**config.mk**
```make
export PLATFORM = sky130hd
export DESIGN_NAME = display_refresh_scanner
export DESIGN_NICKNAME = d
export VERILOG_FILES = /design/src/rtl/display_refresh_scanner.sv
export SDC_FILE = /design/constraint.sdc
export NUM_CORES = 1
export LEC_CHECK = 0
export ABC_AREA = 0
export BUFFER_PORTS_ARGS = -buffer_cell sky130_fd_sc_hd__buf_2
export CAP_MARGIN = 25
export CORE_MARGIN = 5
export CORE_UTILIZATION = 55
export CTS_CLUSTER_DIAMETER = 100
export CTS_CLUSTER_SIZE = 24
export DETAILED_ROUTE_END_ITERATION = 12
export PLACE_DENSITY = 0.77
export SYNTH_ARGS = -nofsm -noshare
export SYNTH_HDL_FRONTEND = slang
export SYNTH_SLANG_ARGS = --single-unit
```
**constraint.sdc**
```tcl
create_clock -name clk -period 2 [get_ports clk]
set_input_delay 0.2 -clock clk [delete_from_list [all_inputs] [get_ports clk]]
set_output_delay 0.2 -clock clk [all_outputs]
set_load 0.02 [all_outputs]
```
**src/rtl/display_refresh_scanner.sv**
```systemverilog
// Time-multiplexed digit scanner for a seven-segment display.
// Steps the active digit index and presents that digit's BCD nibble from a once-per-frame snapshot.
module display_refresh_scanner #(
  parameter int unsigned DIV        = 100000,
  parameter int unsigned NUM_DIGITS = 2,
  parameter int unsigned IDX_W      = 1
) (
  input  logic                    clk,
  input  logic                    reset,
  input  logic                    en,
  input  logic                    blank_lz,
  input  logic [4*NUM_DIGITS-1:0] bcd_in,
  output logic [IDX_W-1:0]        refreshcounter,
  output logic [3:0]              digit_bcd,
  output logic                    digit_blank,
  output logic                    frame_start
);

  localparam int unsigned PreW = (DIV > 1) ? $clog2(DIV) : 1;
  localparam logic [PreW-1:0]  PreMax = PreW'(DIV - 1);
  localparam logic [IDX_W-1:0] IdxMax = IDX_W'(NUM_DIGITS - 1);

  logic [PreW-1:0]         r_prescaler;
  logic [IDX_W-1:0]        r_refreshcounter;
  logic [4*NUM_DIGITS-1:0] r_snapshot;
  logic                    r_primed;
  logic [3:0]              r_digit_bcd;
  logic                    r_digit_blank;
  logic                    r_frame_start;

  logic                    w_tick;
  logic                    w_wrap;
  logic [IDX_W-1:0]        w_idx_next;
  logic [4*NUM_DIGITS-1:0] w_snap_next;
  logic [3:0]              w_nibble;
  logic                    w_upper_zero;
  logic                    w_blank_next;

  always_comb begin
    w_tick      = en && r_primed && (r_prescaler == PreMax);
    w_wrap      = (r_refreshcounter == IdxMax);
    w_idx_next  = w_wrap ? '0 : r_refreshcounter + 1'b1;
    // A new frame samples the live value so both digits come from the same instant.
    w_snap_next = w_wrap ? bcd_in : r_snapshot;
  end

  // Select the upcoming digit and check whether it and every more-significant digit is zero.
  always_comb begin
    w_nibble     = 4'd0;
    w_upper_zero = 1'b1;
    for (int i = 0; i < NUM_DIGITS; i++) begin
      if (IDX_W'(i) == w_idx_next) begin
        w_nibble = w_snap_next[4*i +: 4];
      end
      if ((IDX_W'(i) >= w_idx_next) && (w_snap_next[4*i +: 4] != 4'd0)) begin
        w_upper_zero = 1'b0;
      end
    end
    w_blank_next = blank_lz && (w_idx_next != '0) && w_upper_zero;
  end

  always_ff @(posedge clk) begin
    if (reset) begin
      r_prescaler      <= '0;
      r_refreshcounter <= '0;
      r_snapshot       <= '0;
      r_primed         <= 1'b0;
      r_digit_bcd      <= 4'd0;
      r_digit_blank    <= 1'b0;
      r_frame_start    <= 1'b0;
    end else if (!r_primed) begin
      // First cycle out of reset opens a frame on digit 0 regardless of en.
      r_refreshcounter <= '0;
      r_snapshot       <= bcd_in;
      r_primed         <= 1'b1;
      r_digit_bcd      <= bcd_in[3:0];
      r_digit_blank    <= 1'b0;
      r_frame_start    <= 1'b1;
    end else begin
      r_frame_start <= 1'b0;
      if (en) begin
        r_prescaler <= w_tick ? '0 : r_prescaler + 1'b1;
      end
      if (w_tick) begin
        r_refreshcounter <= w_idx_next;
        r_snapshot       <= w_snap_next;
        r_digit_bcd      <= w_nibble;
        r_digit_blank    <= w_blank_next;
        r_frame_start    <= w_wrap;
      end
    end
  end

  assign refreshcounter = r_refreshcounter;
  assign digit_bcd      = r_digit_bcd;
  assign digit_blank    = r_digit_blank;
  assign frame_start    = r_frame_start;

endmodule

```
=== Word level (Yosys, flattened, before mapping) ===
Index checks and enable logic that the tools add are counted.

* Add/sub/neg operators: 2
* Order comparisons: 2
* Equal/unequal tests: 2
* Mux-type cells: 13
* Bitwise gates (word level): 1
* Reduce and logical (&&, ||, !) cells: 10

{| class="wikitable"
|+ Operators by type and width
! cell !! number
|-
| 2-to-1 mux 8 bit || 3
|-
| adder 17 x 1 -> 17 bit (second input constant) || 1
|-
| equality test 17 bit (second input constant) || 1
|-
| 2-to-1 mux 17 bit || 1
|-
| 2-to-1 mux 4 bit || 3
|-
| nonzero test 4 bit || 2
|-
| logical AND 1 bit || 6
|-
| 2-to-1 mux 1 bit || 6
|-
| >= comparator 1 bit (first input constant) || 2
|-
| inequality test 2 x 1 -> 1 bit (second input constant) || 1
|-
| AND reduction 2 bit || 1
|-
| OR reduction 2 bit || 1
|-
| adder 1 bit (second input constant) || 1
|-
| inverter 1 bit || 1
|}

* Bits in registers: 33
* Input bits: 12
* Output and inout port bits: 7
* Word-level logic and storage cells: 37

=== Depth between registers and ports, before layout ===
* Depth after elaboration: 7
* Mapped depth: 6
* Mapped depth without buffers: 5

=== Least setup slack after synthesis ===
No wires, ideal clock.

* Path type: register to register
* From: reg r_prescaler[0]
* To: reg r_prescaler[16]
* Setup time: 0.070 ns
* Arrival: 1.637 ns
* Data required time: 1.930 ns
* Path slack: 0.293 ns
* Cell stages (with the launch flop): 6
* Buffers on the path: 0
* Clock period less this slack: 1.707 ns
* Path through: dfxtp_1 > ha_1 > nand3_1 > or3_4 > or4_1 > a21oi_1

* Word-level cells in the longest chain between the ends: 3
* Elaborated cells between the ends (all ways): 4
* Those cells by class: add/sub (1); eq/ne (1); mux (1); reduce/logical (1)

{| class="wikitable"
|+ Ends and longest elaborated chain
! item !! RTL line !! source
|-
| start: declaration || 23 || <nowiki>logic [PreW-1:0] r_prescaler;</nowiki>
|-
| start signal: assignment || 82 || <nowiki>r_prescaler <= w_tick ? '0 : r_prescaler + 1'b1;</nowiki>
|-
| parallel branches: the longest is 2 deep, another holds adder 17 x 1 -> 17 bit || n/a ||
|-
| 2-to-1 mux 17 bit (*) || 82 ||
|}

Every way passes the cells marked *.
A chain may end at the register's enable or synchronous reset.

=== Worst setup path after layout ===
Ends and elaborated chain as after synthesis.

==> results.py <==
metrics = {
    "outcome": {
        "status": "finished, final reports clean",
    },
    "power_and_ir_drop": {
        "power.total_mw": 1.04,
        "p_leak_nw": 0.563,
        "p_per_area_nw_per_um2": 677,
        "peakVddDrop_mv": 0.507,
    },
    "setup_path": {
        "crit_type": "reg -> reg",
        "worst-path-buf-inv": 0,
        "crit_slowest_cell": "or4_1",
        "worst-r2r-setup-slack_ns": 0.16,
        "cp.required_ns": 2.26,
        "arrival_ns": 2.10,
        "startpoint_type": "flip-flop",
        "crit_end": "r_prescaler[16]",
        "crit_chain": "ha_1 -> nand3_1 -> or3_4 -> or4_1 -> a21oi_1",
        "cp_slowest_stage_delay_ns": 0.51,
        "cp-end-kind": "flip-flop",
        "crit_cells": 5,
        "worstRegToRegCells": 5,
        "r2r-end": "r_prescaler[16]",
        "r2r_start": "r_prescaler[0]",
        "cp_max_fo": 6,
        "path_delay_family": "simple AND/OR/NAND/NOR gates",
        "startpoint": "r_prescaler[0]",
    },
    "die": {
        "rows": 18,
        "ios": 19,
        "die_h_um": 59.9,
        "die_w_um": 59.9,
        "start_util_pct": 56.4,
        "core_area_um2": 2430,
        "die_area_um2": 3590,
    },
    "yosys": {
        "ys.flop_type": "dfxtp_1",
        "yosysMostFrequentCell": "dfxtp_1",
        "async_flop_share_pct": 0,
        "ys_seq_elements": 29,
        "ys_types": 38,
        "synth_edf_count": 0,
        "yosysTopAreaCell": "dfxtp_1",
        "yosysWarnings": 0,
        "syn_avg_cell_area_um2": 8.73,
        "ys_top_cells_by_count": "dfxtp_1 (29), nand2_1 (24), nor2_1 (12)",
        "synth_cells": 157,
        "synthTopCellsByArea": "dfxtp_1 (42%), nand2_1 (6.6%), mux2i_1 (5.8%)",
        "synth_top_area_share_pct": 42.3,
        "syn_area_um2": 1370,
        "syn-num-nets": 170,
        "ys_seq_area_share_pct": 42.3,
    },
    "routing": {
        "ant_nets": 0,
        "wire_per_inst_um": 13.4,
        "drt-total-wl_um": 2790,
        "drtPass1Iterations": 4,
        "via_per_inst": 5.70,
        "vias": 1185,
        "drc": 0,
        "drt_iter0_drc": 60,
    },
    "global_routing": {
        "grt_max_degree": 20,
        "antenna_found_initial": 0,
        "grt_pass1_vias": 1183,
        "grt_pass1_wl_um": 4810,
        "grt_overflow": 0,
        "grt_usage_pct": 18.2,
    },
    "cts": {
        "clock-root-buffer": "clkbuf_4",
        "clock_latency_ns": 0.33,
        "postCtsHoldBufs": 0,
        "cts_resized": 0,
        "cts_buffers": 5,
        "clkSinkCount": 29,
        "cts_tree": "yes",
        "path_clk_slew_ns": 0.08,
        "clk_path_buf_depth": 2,
        "cts_setup_buffers": 0,
        "h-tree-depth": 2,
    },
    "final_layout": {
        "area_growth_pct": 11.9,
        "drive_gt1_share_pct": 20.2,
        "diodes": 0,
        "fin_nets": 191,
    },
    "timing": {
        "worst_slack_ns": 0.161,
        "tightest_slew_ns": 0.467,
        "setup_violations": 0,
        "rsz0062_at_grt": "no",
        "finalClockSkew_ns": 0.00992,
        "period_share_pct": 92.0,
        "layout_min_cycle_time_ns": 1.84,
        "maxSlewViolCount": 0,
        "hold_violations": 0,
        "fmax_mhz": 544,
        "relSlewSlack_pct": 68.6,
        "final.setup.tns_ns": 0,
    },
    "placement": {
        "io_buffers": 18,
        "place_congestion": 0.883,
        "place_ws_ns": 0.200,
        "dpl.hpwl_um": 2170,
    },
    "run": {
        "cap_violations": 0,
    },
    "min_path": {
        "hold_path.class": "in -> reg",
    },
}
cells by family after synthesis:
family                   count (synthesis)  synth area share, %
multiplexers                            12                 9.12
adder cells (fa/ha/maj)                  1                0.912
XOR/XNOR                                 9                 5.75
flip-flops                              29                 42.3
AND/OR/NAND/NOR                         73                 28.3
AO/OA/AOI/OAI                           23                 9.95
buffers and inverters                   10                 3.65
registers in the layout, indices dropped and copies added (netlist names):
| signal | flops |
|---|---|
| r_prescaler | 17 |
| digit_bcd | 4 |
| r_snapshot | 4 |
| digit_blank | 1 |
| frame_start | 1 |
| r_primed | 1 |
| refreshcounter | 1 |
metal layers:
layer / GRT usage (%) / routed length [µm]
met4: 13.3 / 52
met5: 0 / 0
met3: 5.18 / 128
met2: 30.2 / 1410
met1: 19.3 / 1200
report_power, final:
group          internal (mW)  total (mW)  switching, mW
sequential             0.591       0.602         0.0114
combinational         0.0345      0.0778         0.0433
clock                  0.166       0.359          0.193
total                  0.791        1.04          0.248
final cells by class:
| type | instances | area [µm²] |
|---|---|---|
| timing repair buffer | 20 | 105 |
| fill | 220 | 898 |
| clock buffer | 7 | 55.1 |
| inverter | 4 | 15.0 |
| sequential | 29 | 581 |
| multi-input combinational | 118 | 741 |
| tap | 30 | 37.5 |
cells in the final DEF, fill, tap and decap left out, types with 2 or more instances in the layout:
| master | n |
|---|---|
| nor2_1 | 12 |
| buf_4 | 2 |
| nand4_1 | 4 |
| or4_1 | 3 |
| buf_2 | 18 |
| nand2_1 | 24 |
| o21ai_0 | 5 |
| or3_1 | 4 |
| mux2_2 | 4 |
| xor2_1 | 3 |
| inv_1 | 3 |
| xnor2_1 | 6 |
| clkbuf_4 | 5 |
| o31ai_1 | 3 |
| a21oi_1 | 10 |
| and3_2 | 2 |
| nor4_1 | 6 |
| nand3_1 | 8 |
| dfxtp_1 | 29 |
| mux2i_1 | 8 |
worst min-delay path by stage:
stage                     start             end  slack (ns)  depth (start not counted)
after floorplan           reset  r_prescaler[0]        0.27                          1
after global placement    reset  r_prescaler[0]        0.42                          2
after detailed placement  reset  r_prescaler[1]        0.43                          2
after CTS                 reset  r_prescaler[1]        0.08                          2
after global routing      reset  r_prescaler[1]        0.08                          2
final                     reset     frame_start        0.09                          2
metrics by stage:
stage          utilization (%)  area (µm²)  hold WS, ns  instances
6_report                  63.1        1530       0.0899        208
5_1_grt                   63.1        1530       0.0823        208
4_1_cts                   63.1        1530       0.0826        208
3_5_place_dp              60.8        1480        0.434        201
3_3_place_gp              60.8        1480        0.423        201
2_1_floorplan                -        1370        0.269        157
No activity file was read; power rests on OpenSTA's default activity.
